--- config.mk ---
export PLATFORM = sky130hd
export DESIGN_NAME = arp_rx_parser
export DESIGN_NICKNAME = d
export VERILOG_FILES = /design/src/rtl/eth_pkg.sv /design/src/rtl/arp_rx_stats.sv /design/src/rtl/arp_rx_parser.sv
export SDC_FILE = /design/constraint.sdc
export NUM_CORES = 1
export LEC_CHECK = 0
export ABC_CLOCK_PERIOD_IN_PS = 7600
export CAP_MARGIN = 20
export CORE_ASPECT_RATIO = 1.2
export CORE_UTILIZATION = 40
export CTS_BUF_LIST = sky130_fd_sc_hd__clkbuf_8
export DETAILED_ROUTE_END_ITERATION = 10
export HOLD_SLACK_MARGIN = 0.03
export PLACE_DENSITY = 0.68
export SYNTH_ARGS = -nofsm -noshare
export SYNTH_HDL_FRONTEND = slang
export SYNTH_SLANG_ARGS = --single-unit
--- constraint.sdc ---
create_clock -name clk -period 7.6 [get_ports clk]
set_clock_uncertainty 0.15 [all_clocks]
set_input_delay 1.52 -clock clk [delete_from_list [all_inputs] [get_ports clk]]
set_output_delay 1.52 -clock clk [all_outputs]
set_load 0.05 [all_outputs]
--- src/rtl/eth_pkg.sv ---
// Shared Ethernet/ARP constants, word-map indices and the receive descriptor type
// used by the ARP receive parser and its statistics block.
package eth_pkg;

    localparam logic [15:0] ETH_TYPE_ARP   = 16'h0806;
    localparam logic [15:0] ARP_HTYPE_ETH  = 16'h0001;
    localparam logic [15:0] ARP_PTYPE_IPV4 = 16'h0800;
    localparam logic [15:0] ARP_OPER_REQ   = 16'h0001;
    localparam logic [15:0] ARP_OPER_REP   = 16'h0002;
    localparam logic [7:0]  ARP_HLEN_ETH   = 8'd6;
    localparam logic [7:0]  ARP_PLEN_IPV4  = 8'd4;
    localparam logic [47:0] MAC_BCAST      = 48'hFFFF_FFFF_FFFF;

    localparam int unsigned STATS_W = 16;

    // Index of each 32-bit word within the frame
    localparam logic [3:0] W_DST_HI  = 4'd0;
    localparam logic [3:0] W_DST_LO  = 4'd1;
    localparam logic [3:0] W_ETYPE   = 4'd3;
    localparam logic [3:0] W_PTYPE   = 4'd4;
    localparam logic [3:0] W_OPER    = 4'd5;
    localparam logic [3:0] W_SHA_LO  = 4'd6;
    localparam logic [3:0] W_SPA     = 4'd7;
    localparam logic [3:0] W_TPA_HI  = 4'd9;
    localparam logic [3:0] W_TPA_LO  = 4'd10;
    localparam logic [3:0] W_CNT_MAX = 4'd15;

    typedef struct packed {
        logic        oper;
        logic [47:0] sha;
        logic [31:0] spa;
    } arp_desc_t;

endpackage

--- src/rtl/arp_rx_stats.sv ---
// Wrapping good/drop frame counters for the ARP receive parser.
module arp_rx_stats
    import eth_pkg::*;
(
    input  logic               clk,
    input  logic               reset_n,
    input  logic               ok_evt_i,
    input  logic               drop_evt_i,
    output logic [STATS_W-1:0] rx_ok_cnt_o,
    output logic [STATS_W-1:0] rx_drop_cnt_o
);

    always_ff @(posedge clk or negedge reset_n) begin
        if (!reset_n) begin
            rx_ok_cnt_o   <= '0;
            rx_drop_cnt_o <= '0;
        end else begin
            if (ok_evt_i)   rx_ok_cnt_o   <= rx_ok_cnt_o + 1'b1;
            if (drop_evt_i) rx_drop_cnt_o <= rx_drop_cnt_o + 1'b1;
        end
    end

endmodule

--- src/rtl/arp_rx_parser.sv ---
// Parses 32-bit Ethernet/ARP frames into a one-deep request/reply descriptor.
// Define ARP_RX_STATS_EN to add the rx_ok_cnt_o / rx_drop_cnt_o statistics ports.
module arp_rx_parser
    import eth_pkg::*;
(
    input  logic        clk,
    input  logic        reset_n,
    input  logic [31:0] s_tdata_i,
    input  logic        s_tvld_i,
    input  logic        s_tlast_i,
    input  logic [3:0]  s_tkeep_i,
    output logic        s_trdy_o,
    input  logic [47:0] local_mac_i,
    input  logic [31:0] local_ip_i,
    output logic        arp_vld_o,
    output logic        arp_oper_o,
    output logic [47:0] arp_sha_o,
    output logic [31:0] arp_spa_o,
    input  logic        arp_rdy_i
`ifdef ARP_RX_STATS_EN
    ,
    output logic [15:0] rx_ok_cnt_o,
    output logic [15:0] rx_drop_cnt_o
`endif
);

    localparam logic [0:0] ST_PARSE = 1'b0;
    localparam logic [0:0] ST_DROP  = 1'b1;

    logic       trdy_q;
    logic [0:0] state_q;
    logic [3:0] wcnt_q;
    logic       bad_q;
    logic       dst_bc_q;
    logic       dst_loc_q;
    arp_desc_t  cap_q;
    arp_desc_t  desc_q;
    logic       vld_q;

    logic       beat;
    logic       chk_fail;
    logic       bad_now;
    logic       len_ok;
    logic       good_frame;
    logic       load;
    logic       keep_unused;

    assign keep_unused = ^s_tkeep_i[1:0];

    assign beat       = s_tvld_i & trdy_q;
    assign bad_now    = bad_q | chk_fail;
    assign len_ok     = (wcnt_q > W_TPA_LO) ||
                        ((wcnt_q == W_TPA_LO) && (s_tkeep_i[3:2] == 2'b11));
    assign good_frame = beat & s_tlast_i & ~bad_now & len_ok;
    assign load       = good_frame & (~vld_q | arp_rdy_i);

    always_comb begin
        chk_fail = 1'b0;
        if (beat && (state_q == ST_PARSE)) begin
            case (wcnt_q)
                // The destination compare spans w0/w1; w0 only records partial matches
                W_DST_LO: chk_fail = !((dst_bc_q  && (s_tdata_i[31:16] == MAC_BCAST[15:0])) ||
                                       (dst_loc_q && (s_tdata_i[31:16] == local_mac_i[15:0])));
                W_ETYPE:  chk_fail = (s_tdata_i[31:16] != ETH_TYPE_ARP) ||
                                     (s_tdata_i[15:0]  != ARP_HTYPE_ETH);
                W_PTYPE:  chk_fail = (s_tdata_i[31:16] != ARP_PTYPE_IPV4) ||
                                     (s_tdata_i[15:8]  != ARP_HLEN_ETH)   ||
                                     (s_tdata_i[7:0]   != ARP_PLEN_IPV4);
                W_OPER:   chk_fail = (s_tdata_i[31:16] != ARP_OPER_REQ) &&
                                     (s_tdata_i[31:16] != ARP_OPER_REP);
                W_TPA_HI: chk_fail = (s_tdata_i[15:0]  != local_ip_i[31:16]);
                W_TPA_LO: chk_fail = (s_tdata_i[31:16] != local_ip_i[15:0]);
                default:  chk_fail = 1'b0;
            endcase
        end
    end

    always_ff @(posedge clk or negedge reset_n) begin
        if (!reset_n) begin
            trdy_q    <= 1'b0;
            state_q   <= ST_PARSE;
            wcnt_q    <= '0;
            bad_q     <= 1'b0;
            dst_bc_q  <= 1'b0;
            dst_loc_q <= 1'b0;
            cap_q     <= '0;
        end else begin
            trdy_q <= 1'b1;
            if (beat) begin
                if (s_tlast_i) begin
                    wcnt_q  <= '0;
                    bad_q   <= 1'b0;
                    state_q <= ST_PARSE;
                end else begin
                    if (wcnt_q != W_CNT_MAX) wcnt_q <= wcnt_q + 4'd1;
                    if (bad_now) begin
                        bad_q   <= 1'b1;
                        state_q <= ST_DROP;
                    end
                end

                case (wcnt_q)
                    W_DST_HI: begin
                        dst_bc_q  <= (s_tdata_i == MAC_BCAST[47:16]);
                        dst_loc_q <= (s_tdata_i == local_mac_i[47:16]);
                    end
                    W_OPER: begin
                        cap_q.oper       <= (s_tdata_i[31:16] == ARP_OPER_REQ);
                        cap_q.sha[47:32] <= s_tdata_i[15:0];
                    end
                    W_SHA_LO: cap_q.sha[31:0] <= s_tdata_i;
                    W_SPA:    cap_q.spa       <= s_tdata_i;
                    default: ;
                endcase
            end
        end
    end

    // A held descriptor wins over a new good frame unless it is consumed this cycle
    always_ff @(posedge clk or negedge reset_n) begin
        if (!reset_n) begin
            vld_q  <= 1'b0;
            desc_q <= '0;
        end else if (load) begin
            vld_q  <= 1'b1;
            desc_q <= cap_q;
        end else if (arp_rdy_i) begin
            vld_q  <= 1'b0;
        end
    end

    assign s_trdy_o   = trdy_q;
    assign arp_vld_o  = vld_q;
    assign arp_oper_o = desc_q.oper;
    assign arp_sha_o  = desc_q.sha;
    assign arp_spa_o  = desc_q.spa;

`ifdef ARP_RX_STATS_EN
    logic drop_evt;

    assign drop_evt = (beat & s_tlast_i & ~good_frame) | (good_frame & vld_q & ~arp_rdy_i);

    arp_rx_stats u_stats (
        .clk           (clk),
        .reset_n       (reset_n),
        .ok_evt_i      (load),
        .drop_evt_i    (drop_evt),
        .rx_ok_cnt_o   (rx_ok_cnt_o),
        .rx_drop_cnt_o (rx_drop_cnt_o)
    );
`endif

endmodule

==> results.md, run 1 <==
- The flow ran to the end, and the final reports show no timing, DRC or antenna violations.
- Input and output buffers added on the ports amount to 201.
- The number of vias per cell after detailed routing is 5.13.
- In this run, the number of DRC markers left after iteration 0 of detailed routing was 289.
- The number of nets handed over by synthesis was 712.
- The number of antenna diodes is 0.
- The post-CTS clock slew at the launch and capture registers of the worst setup and hold paths is 0.09 ns.
- The maximum clock path buffer count is 2.
- The die covers 21100 µm².
- The number of storage elements in the synthesis netlist is 171.
- After synthesis, the most frequently instantiated cells are sky130_fd_sc_hd__dfrtp_1, sky130_fd_sc_hd__mux2_4, sky130_fd_sc_hd__mux2_2, sky130_fd_sc_hd__xor2_1, sky130_fd_sc_hd__clkbuf_1.
- In this run the vertical extent of the chip is 159 µm.
- The post-cts repair resize count is 0.
- TritonCTS built the clock tree.
- Headroom to the max-slew limit came out at 32.8%.
- Across all hold checks on the routed design, the worst slack comes to 0.338 ns.
- The number of design rule violations left after detail routing is 0.
- The count of placed standard cells in the final layout, fillers left out is 1039.
- The worst-case IR drop observed on VDD is 106 µV.
- The via count of the first global-routing pass was 5804.
- Detailed placement ended at an HPWL of 15100 µm.
- The total via count in the routed design is 5330.
- Cells fill 52.9% of the core in the end.
- The number of fill cells is 1666.
- The total core area is 20200 µm².
- For this run, the top clock speed supported by timing is 0.195 GHz.
- The final number of max-transition violations is 0.
- The critical path start-end classification is in -> reg.
- In this run the power density over the cells is 198 nW/µm².
- The share of post-route cells with drive strength above 1 is 26.6%.
- Among all flip-flop cells after synthesis, the most frequent one is sky130_fd_sc_hd__dfrtp_1.
- The number of clock buffers inserted by TritonCTS is 17.
- Across every metal layer, demand over resource in global routing totals 21.1%.
- At the end of routability-driven placement, the weighted congestion stood at 0.798.
- The netlist uses 49 different library cells.
- The remaining global-route overflow is 0.
- Across the run, the number of max-cap violations was 0.
- The required time of the critical path is 7.79 ns.
- The first global-routing pass estimated 33600 µm of wire.
- After floorplanning, the core was divided into 57 placement rows.
- The maximum number of pins on one net before global-route repair is 95.
- The analysis attributes to cell leakage a power of 4.83 nW.
- Summed over all layers, the routed wires come to 21400 µm.
- Across the whole layout, storage elements account for 4280 µm².
- The average detailed-routed wire length per instance is 20.6 µm.
- The clock drives 171 sinks.
- Of the synthesized area, sequential elements account for 52.1%.
- The count of endpoints failing setup in the final report is 0.
- The cell count after synthesis is 587.
- After synthesis, the cell types taking the most area are sky130_fd_sc_hd__dfrtp_1, sky130_fd_sc_hd__mux2_4, sky130_fd_sc_hd__mux2_2.
- The post-detailed-route count of antenna-violating nets is 0.
- The signed area change from the synthesized netlist to the final layout is 30.1%.
- For the worst setup path, the data arrival time is 5.32 ns.
- The die extent in x is 133 µm.
- The Yosys step of the flow raised 0 warnings.
- The startpoint type of the worst setup path is an input pin.
- After synthesis, the largest area contributor takes up 52.1% of total cell area.
- By instance count, the leading cell after synthesis is sky130_fd_sc_hd__dfrtp_1.
- The final instance area is 10700 µm².
- Along the worst path, the maximum fanout reaches 45.
- Of the available clock period, the critical path in the final layout requires 67.6%.
- After layout, the minimum clock period comes to 5.14 ns.
- At the later pin of the worst-skew pair, clock insertion delay measures 0.45 ns.
- The final total negative setup slack is 0 ns.
- The synthesized area is 8210 µm².
- After detailed placement, the design holds a cell count of 1006.
- CTS placed an instance of sky130_fd_sc_hd__clkbuf_8 at the clock tree root.
- The class of the tightest hold or removal check is reg -> reg.
- STA classifies the critical path endpoint as a flip-flop.
- The multi-input combinational cell area is 3570 µm².
- The mean area per synthesized cell is 14.0 µm².
- The library cell occupying the most area in the post-synthesis netlist is sky130_fd_sc_hd__dfrtp_1.
- The actual transition at the worst max-transition pin is 1.01 ns.
- The final count of hold timing violations was 0.
- Setup repair after global routing left no endpoint under its margin.
- The first detailed-routing pass ran for 6 iterations.
- The number of nets in the layout is 886.
- The number of enable-type register cells in the synthesized netlist is 0.
- In this run the cell area measured after placement is 10200 µm².
- The share of synthesized flip-flops with an asynchronous set or reset is 100%.
- The number of hold-repair buffers added at the cts stage is 0.
- The top-level port count is 204.
- For this configuration, the core starts out at a cell density of 40.7%.
- The number of setup buffers added after CTS is 0.
- The level count of the clock H-tree is 4.
- The number of antenna violations at the first check in global routing is 0.
[area by class of cell]
type,instances,area share (%)
Sequential cell,171,40.1
Multi-Input combinational cell,361,33.4
Timing Repair Buffer,206,19.4
Tap cell,265,3.11
Clock buffer,19,2.45
Clock inverter,13,1.43
Inverter,4,0.141
[power breakdown]
part | switching (W) | internal, W
Clock | 0.000355 | 0.000317
Combinational | 0.000156 | 0.000191
Sequential | 0.0000663 | 0.00103
Total | 0.000577 | 0.00154
[sequential cells by signal, indices dropped and copies added (netlist names)]
register and flops:
wcnt_q 4, dst_bc_q 1, arp_vld_o 1, s_trdy_o 1, arp_sha_o 48, cap_q 81
arp_spa_o 32, bad_q 1, dst_loc_q 1, arp_oper_o 1
[layout by cell type, fill, tap and decap left out, types with 2 or more instances in the layout]
cell type                         count
sky130_fd_sc_hd__clkbuf_8            19
sky130_fd_sc_hd__nand2_1             14
sky130_fd_sc_hd__o21a_1               2
sky130_fd_sc_hd__inv_6                6
sky130_fd_sc_hd__a21oi_1              5
sky130_fd_sc_hd__nor4b_1              2
sky130_fd_sc_hd__bufinv_16            2
sky130_fd_sc_hd__o22ai_1              2
sky130_fd_sc_hd__nand4_1              9
sky130_fd_sc_hd__buf_4                4
sky130_fd_sc_hd__nor4_1              21
sky130_fd_sc_hd__dfrtp_1            171
sky130_fd_sc_hd__o21ai_0              5
sky130_fd_sc_hd__clkinvlp_4           3
sky130_fd_sc_hd__clkdlybuf4s50_1    200
sky130_fd_sc_hd__clkinv_4             2
sky130_fd_sc_hd__nor3_1               7
sky130_fd_sc_hd__ha_1                 4
sky130_fd_sc_hd__nand2_2              2
sky130_fd_sc_hd__a31oi_1              2
sky130_fd_sc_hd__mux2_2              79
sky130_fd_sc_hd__o41ai_1              2
sky130_fd_sc_hd__a21o_1               2
sky130_fd_sc_hd__xnor2_1              2
sky130_fd_sc_hd__nor2_1               8
sky130_fd_sc_hd__and3_1               4
sky130_fd_sc_hd__a41oi_1              2
sky130_fd_sc_hd__xor2_1              79
sky130_fd_sc_hd__nand3_1              8
sky130_fd_sc_hd__mux2_4              80
sky130_fd_sc_hd__inv_1                4
[per-layer routing]
metal / track usage (%) / routed length (µm) / vias to the layer above
li1: - / - / 2400
met5: 0 / 0 / -
met2: 35.3 / 10700 / 198
met3: 5.60 / 1420 / 17
met1: 26.8 / 9060 / 2715
met4: 5.64 / 257 / 0
[metrics by stage]
stage | setup WS [ns] | total power, W
5_1_grt | 2.34 | 0.00222
4_1_cts | 2.48 | 0.00214
2_1_floorplan | 3.76 | 0.00130
3_3_place_gp | 2.07 | 0.00144
6_report | 2.46 | 0.00211
3_5_place_dp | 1.96 | 0.00146
[worst max-delay path, stage by stage]
cell and delay (ns):
sky130_fd_sc_hd__clkdlybuf4s50_1 0.64, sky130_fd_sc_hd__or4_4 0.62, sky130_fd_sc_hd__nor4_4 0.20, sky130_fd_sc_hd__a31oi_1 0.14, sky130_fd_sc_hd__a311oi_2 0.37, sky130_fd_sc_hd__and3_4 0.85
sky130_fd_sc_hd__buf_4 0.57, sky130_fd_sc_hd__mux2_2 0.39
[final timing paths]
kind / from / to / slack, ns / cells after the start
setup / recovery: s_tdata_i[29] / arp_spa_o[31] / 2.46 / 8
hold / removal: bad_q / bad_q / 0.34 / 1
setup reg to reg: wcnt_q[0] / arp_spa_o[31] / 3.83 / 8
hold reg to reg: bad_q / bad_q / 0.34 / 1
max in group asynchronous: reset_n / arp_spa_o[17] / 5.15 / 3
min in group asynchronous: reset_n / cap_q[60] / 0.98 / 1
[cells by family after synthesis]
logic type,share of synthesized area (%)
adders and majority gates,0.610
buffers and inverters,4.50
and+or+nand+nor,6.16
AOI/OAI and AO/OA,2.47
xor gates and xnor gates,8.64
other,0.0457
muxes,25.5
DFF,52.1
Note: power is estimated with default switching activity, not from simulation.
==> run 2: changes to the inputs <==
--- a/config.mk
+++ b/config.mk
@@ -5,7 +5,7 @@
 export SDC_FILE = /design/constraint.sdc
 export NUM_CORES = 1
 export LEC_CHECK = 0
-export ABC_CLOCK_PERIOD_IN_PS = 7600
+export ABC_CLOCK_PERIOD_IN_PS = 4900
 export CAP_MARGIN = 20
 export CORE_ASPECT_RATIO = 1.2
 export CORE_UTILIZATION = 40
==> constraint.sdc (replaced) <==
create_clock -name clk -period 4.9 [get_ports clk]
set_clock_uncertainty 0.15 [all_clocks]
set_input_delay 0.98 -clock clk [delete_from_list [all_inputs] [get_ports clk]]
set_output_delay 0.98 -clock clk [all_outputs]
set_load 0.05 [all_outputs]
==> results.md, run 2 (synthesis gave the netlist of run 1 again) <==
- The flow ran to the end, and the final reports show no timing, DRC or antenna violations.
- The maximum clock path buffer count came to 2 (unchanged).
- The die extent in x is 133 µm (unchanged).
- The count of endpoints failing setup in the final report is 0 (unchanged).
- The arrival time of the worst setup path is 4.09 ns (-1.23 ns).
- The total core area is 20200 µm² (unchanged).
- The post-CTS setup repair buffer count is 0 (unchanged).
- The required time of the critical path is 5.09 ns (-2.70 ns).
- The highest achievable clock rate is 0.256 GHz.
- The share of total power in the clock network is 30.2% (-1.6 points).
- The top-level port count is 204 (unchanged).
- The post-detailed-route count of antenna-violating nets was 0 (unchanged).
- The relative max-transition margin is 33.1% (+0.31 points).
- The post-CTS clock slew at the launch and capture registers of the worst setup and hold paths came to 0.09 ns (about the same).
- The remaining global-route overflow is 0 (unchanged).
- The level count of the clock H-tree came to 4 (unchanged).
- The design internal power is 0.00232 W (+51%).
- The first-pass GRT wire length is 33700 µm (+0.39%).
- In this run the worst setup path begins at s_tdata_i[8].
- The critical path start-end classification is in -> reg.
- The most common library cell in the layout ignoring fill and taps is sky130_fd_sc_hd__clkdlybuf4s50_1.
- For the finished layout, the period the worst path requires is 3.90 ns.
- The number of hold-repair buffers added at the cts stage is 0 (unchanged).
- The share of post-route cells with drive strength above 1 is 28.0% (+1.4 points).
- The core occupancy in the finished layout is 53.3% (+0.36 points).
- The actual transition at the worst max-transition pin is 1.00 ns (-0.00457 ns).
- The area enclosed by the die boundary is 21100 µm² (unchanged).
- The number of sinks driven by the clock tree is 171 (unchanged).
- The vertical die dimension is 159 µm (unchanged).
- The total wire length after detailed routing came to 21800 µm (+1.8%).
- The maximum number of pins on one net before global-route repair is 105 (+11%).
- The cell depth of the worst flop-to-flop path came to 8 (unchanged).
- The number of antenna diodes was 0 (unchanged).
- The register share of total power was 52.8% (+1.0 points).
- In the layout the commonest cells are sky130_fd_sc_hd__clkdlybuf4s50_1, sky130_fd_sc_hd__dfrtp_1, sky130_fd_sc_hd__mux2_4.
- The kind of end point of the critical path is a flip-flop.
- The reported net switching power is 0.000885 W (+53%).
- The worst register-to-register path begins at wcnt_q[0].
- The number of design rule violations left after detail routing was 0 (unchanged).
- The final count of hold timing violations is 0 (unchanged).
- Clock tree synthesis selected as its root buffer the cell sky130_fd_sc_hd__clkbuf_8.
- The clock tree from TritonCTS is built.
- The static leakage is 4.89 nW (+1.3%).
- The number of nets in the layout came to 901 (+1.7%).
- The signed area change from the synthesized netlist to the final layout is 30.9%.
- The total number of placement rows is 57 (unchanged).
- The number of buffers added on ports came to 201 (unchanged).
- The via count of the first global-routing pass was 5798 (-0.10%).
- The detailed-routing iteration count for the pre-antenna-repair pass is 4 (-2).
- The number of flip-flops in the largest register was 81 (unchanged).
- The worst hold path depth is 2 (+1).
- The number of violations reported at the end of detailed-routing iteration 0 came to 240 (-17%).
- The max-capacitance violation count is 0 (unchanged).
- The insertion delay to the later sink of the worst-skew pair is 0.46 ns (about the same).
- The worst hold path belongs to the class reg -> reg.
- The origin of the worst min-delay path is cap_q[80].
- The number of clock buffers inserted by TritonCTS is 17 (unchanged).
- The post-cts repair resize count is 0 (unchanged).
- The portion of the clock cycle consumed by the worst path in the final layout is 79.6%.
- The register with the most flip-flops in the final layout is cap_q.
- Setup repair after global routing left no endpoint under its margin.
- The final number of max-transition violations is 0 (unchanged).
- The initial cell density of the core is 40.7% (unchanged).
- The peak fanout along the critical path is 24 (-47%).
- The global-route usage over all layers is 21.4% (+0.36 points).
- STA classifies the critical path startpoint as an input pin.
- The number of fill cells was 1671 (+0.30%).
- The switching part of the total is 27.6% (+0.29 points).
- The number of vias per cell after detailed routing is 5.09 (-0.87%).
- The total via count in the routed design is 5360 (+0.56%).
- The combinational fraction of design power is 17.0% (+0.6 points).
- The number of antenna violations at the first check in global routing is 0 (unchanged).
- The power density of the placed cells was 298 nW/µm² (+51%).
- The average detailed-routed wire length per instance is 20.7 µm (+0.37%).
- The placed wire-length estimate was 15800 µm (+4.2%).
- The final total negative setup slack is 0 ns (unchanged).
- The routability-driven placement congestion ratio is 0.804 (+0.69%).
- The worst IR drop on VDD is 235 µV (+120%).
==> run 2: metal layers <==
layer  GRT usage (%)  wire [µm]
met1            26.2       9190
met2            36.7      11000
met3            5.89       1270
met4            6.22        342
met5               0          0
==> run 2: path summary, 6_finish.rpt <==
path	end	slack [ns]
min in group asynchronous	cap_q[60]	0.48
max reg2reg	arp_spa_o[31]	1.81
min	cap_q[80]	0.33
min reg2reg	cap_q[80]	0.33
max in group asynchronous	cap_q[43]	3.07
max	arp_spa_o[31]	1.0
==> run 2: critical path, cell delays in order <==
cell and delay, ns:
sky130_fd_sc_hd__clkdlybuf4s50_1 0.68, sky130_fd_sc_hd__or4_1 0.58, sky130_fd_sc_hd__nor3_1 0.25, sky130_fd_sc_hd__a31oi_1 0.15
sky130_fd_sc_hd__a311oi_2 0.36, sky130_fd_sc_hd__and3_4 0.26, sky130_fd_sc_hd__buf_4 0.41, sky130_fd_sc_hd__mux2_2 0.39
==> run 2: layout make-up <==
class | count | area, µm² | area share, %
well taps | 265 | 332 | 3.08
multi-input cells | 361 | 3570 | 33.2
flip-flops and latches | 171 | 4280 | 39.8
clock inverters | 14 | 134 | 1.25
clock buffers | 18 | 248 | 2.30
repair buffers | 221 | 2180 | 20.2
inverters | 4 | 15.0 | 0.140
==> run 2: power by group through the flow <==
stage | sequential [W] | clock, W | combinational, W
2_1_floorplan | 0.00172 | 0 | 0.000300
3_3_place_gp | 0.00171 | 0 | 0.000532
3_5_place_dp | 0.00172 | 0 | 0.000550
4_1_cts | 0.00169 | 0.00100 | 0.000552
5_1_grt | 0.00172 | 0.00107 | 0.000590
6_report | 0.00169 | 0.000970 | 0.000546
==> run 2: stage by stage <==
stage | std cells | setup slack, ns | hold slack [ns] | area (µm²) | total power [W]
6_report | 1054 | 1.00 | 0.332 | 10800 | 0.00321
5_1_grt | 1054 | 0.981 | 0.374 | 10800 | 0.00337
4_1_cts | 1054 | 1.05 | 0.334 | 10800 | 0.00325
3_5_place_dp | 1022 | 0.556 | 0.316 | 10400 | 0.00227
3_3_place_gp | 1022 | 0.602 | 0.317 | 10400 | 0.00224
2_1_floorplan | 587 | 1.60 | 0.293 | 8210 | 0.00202
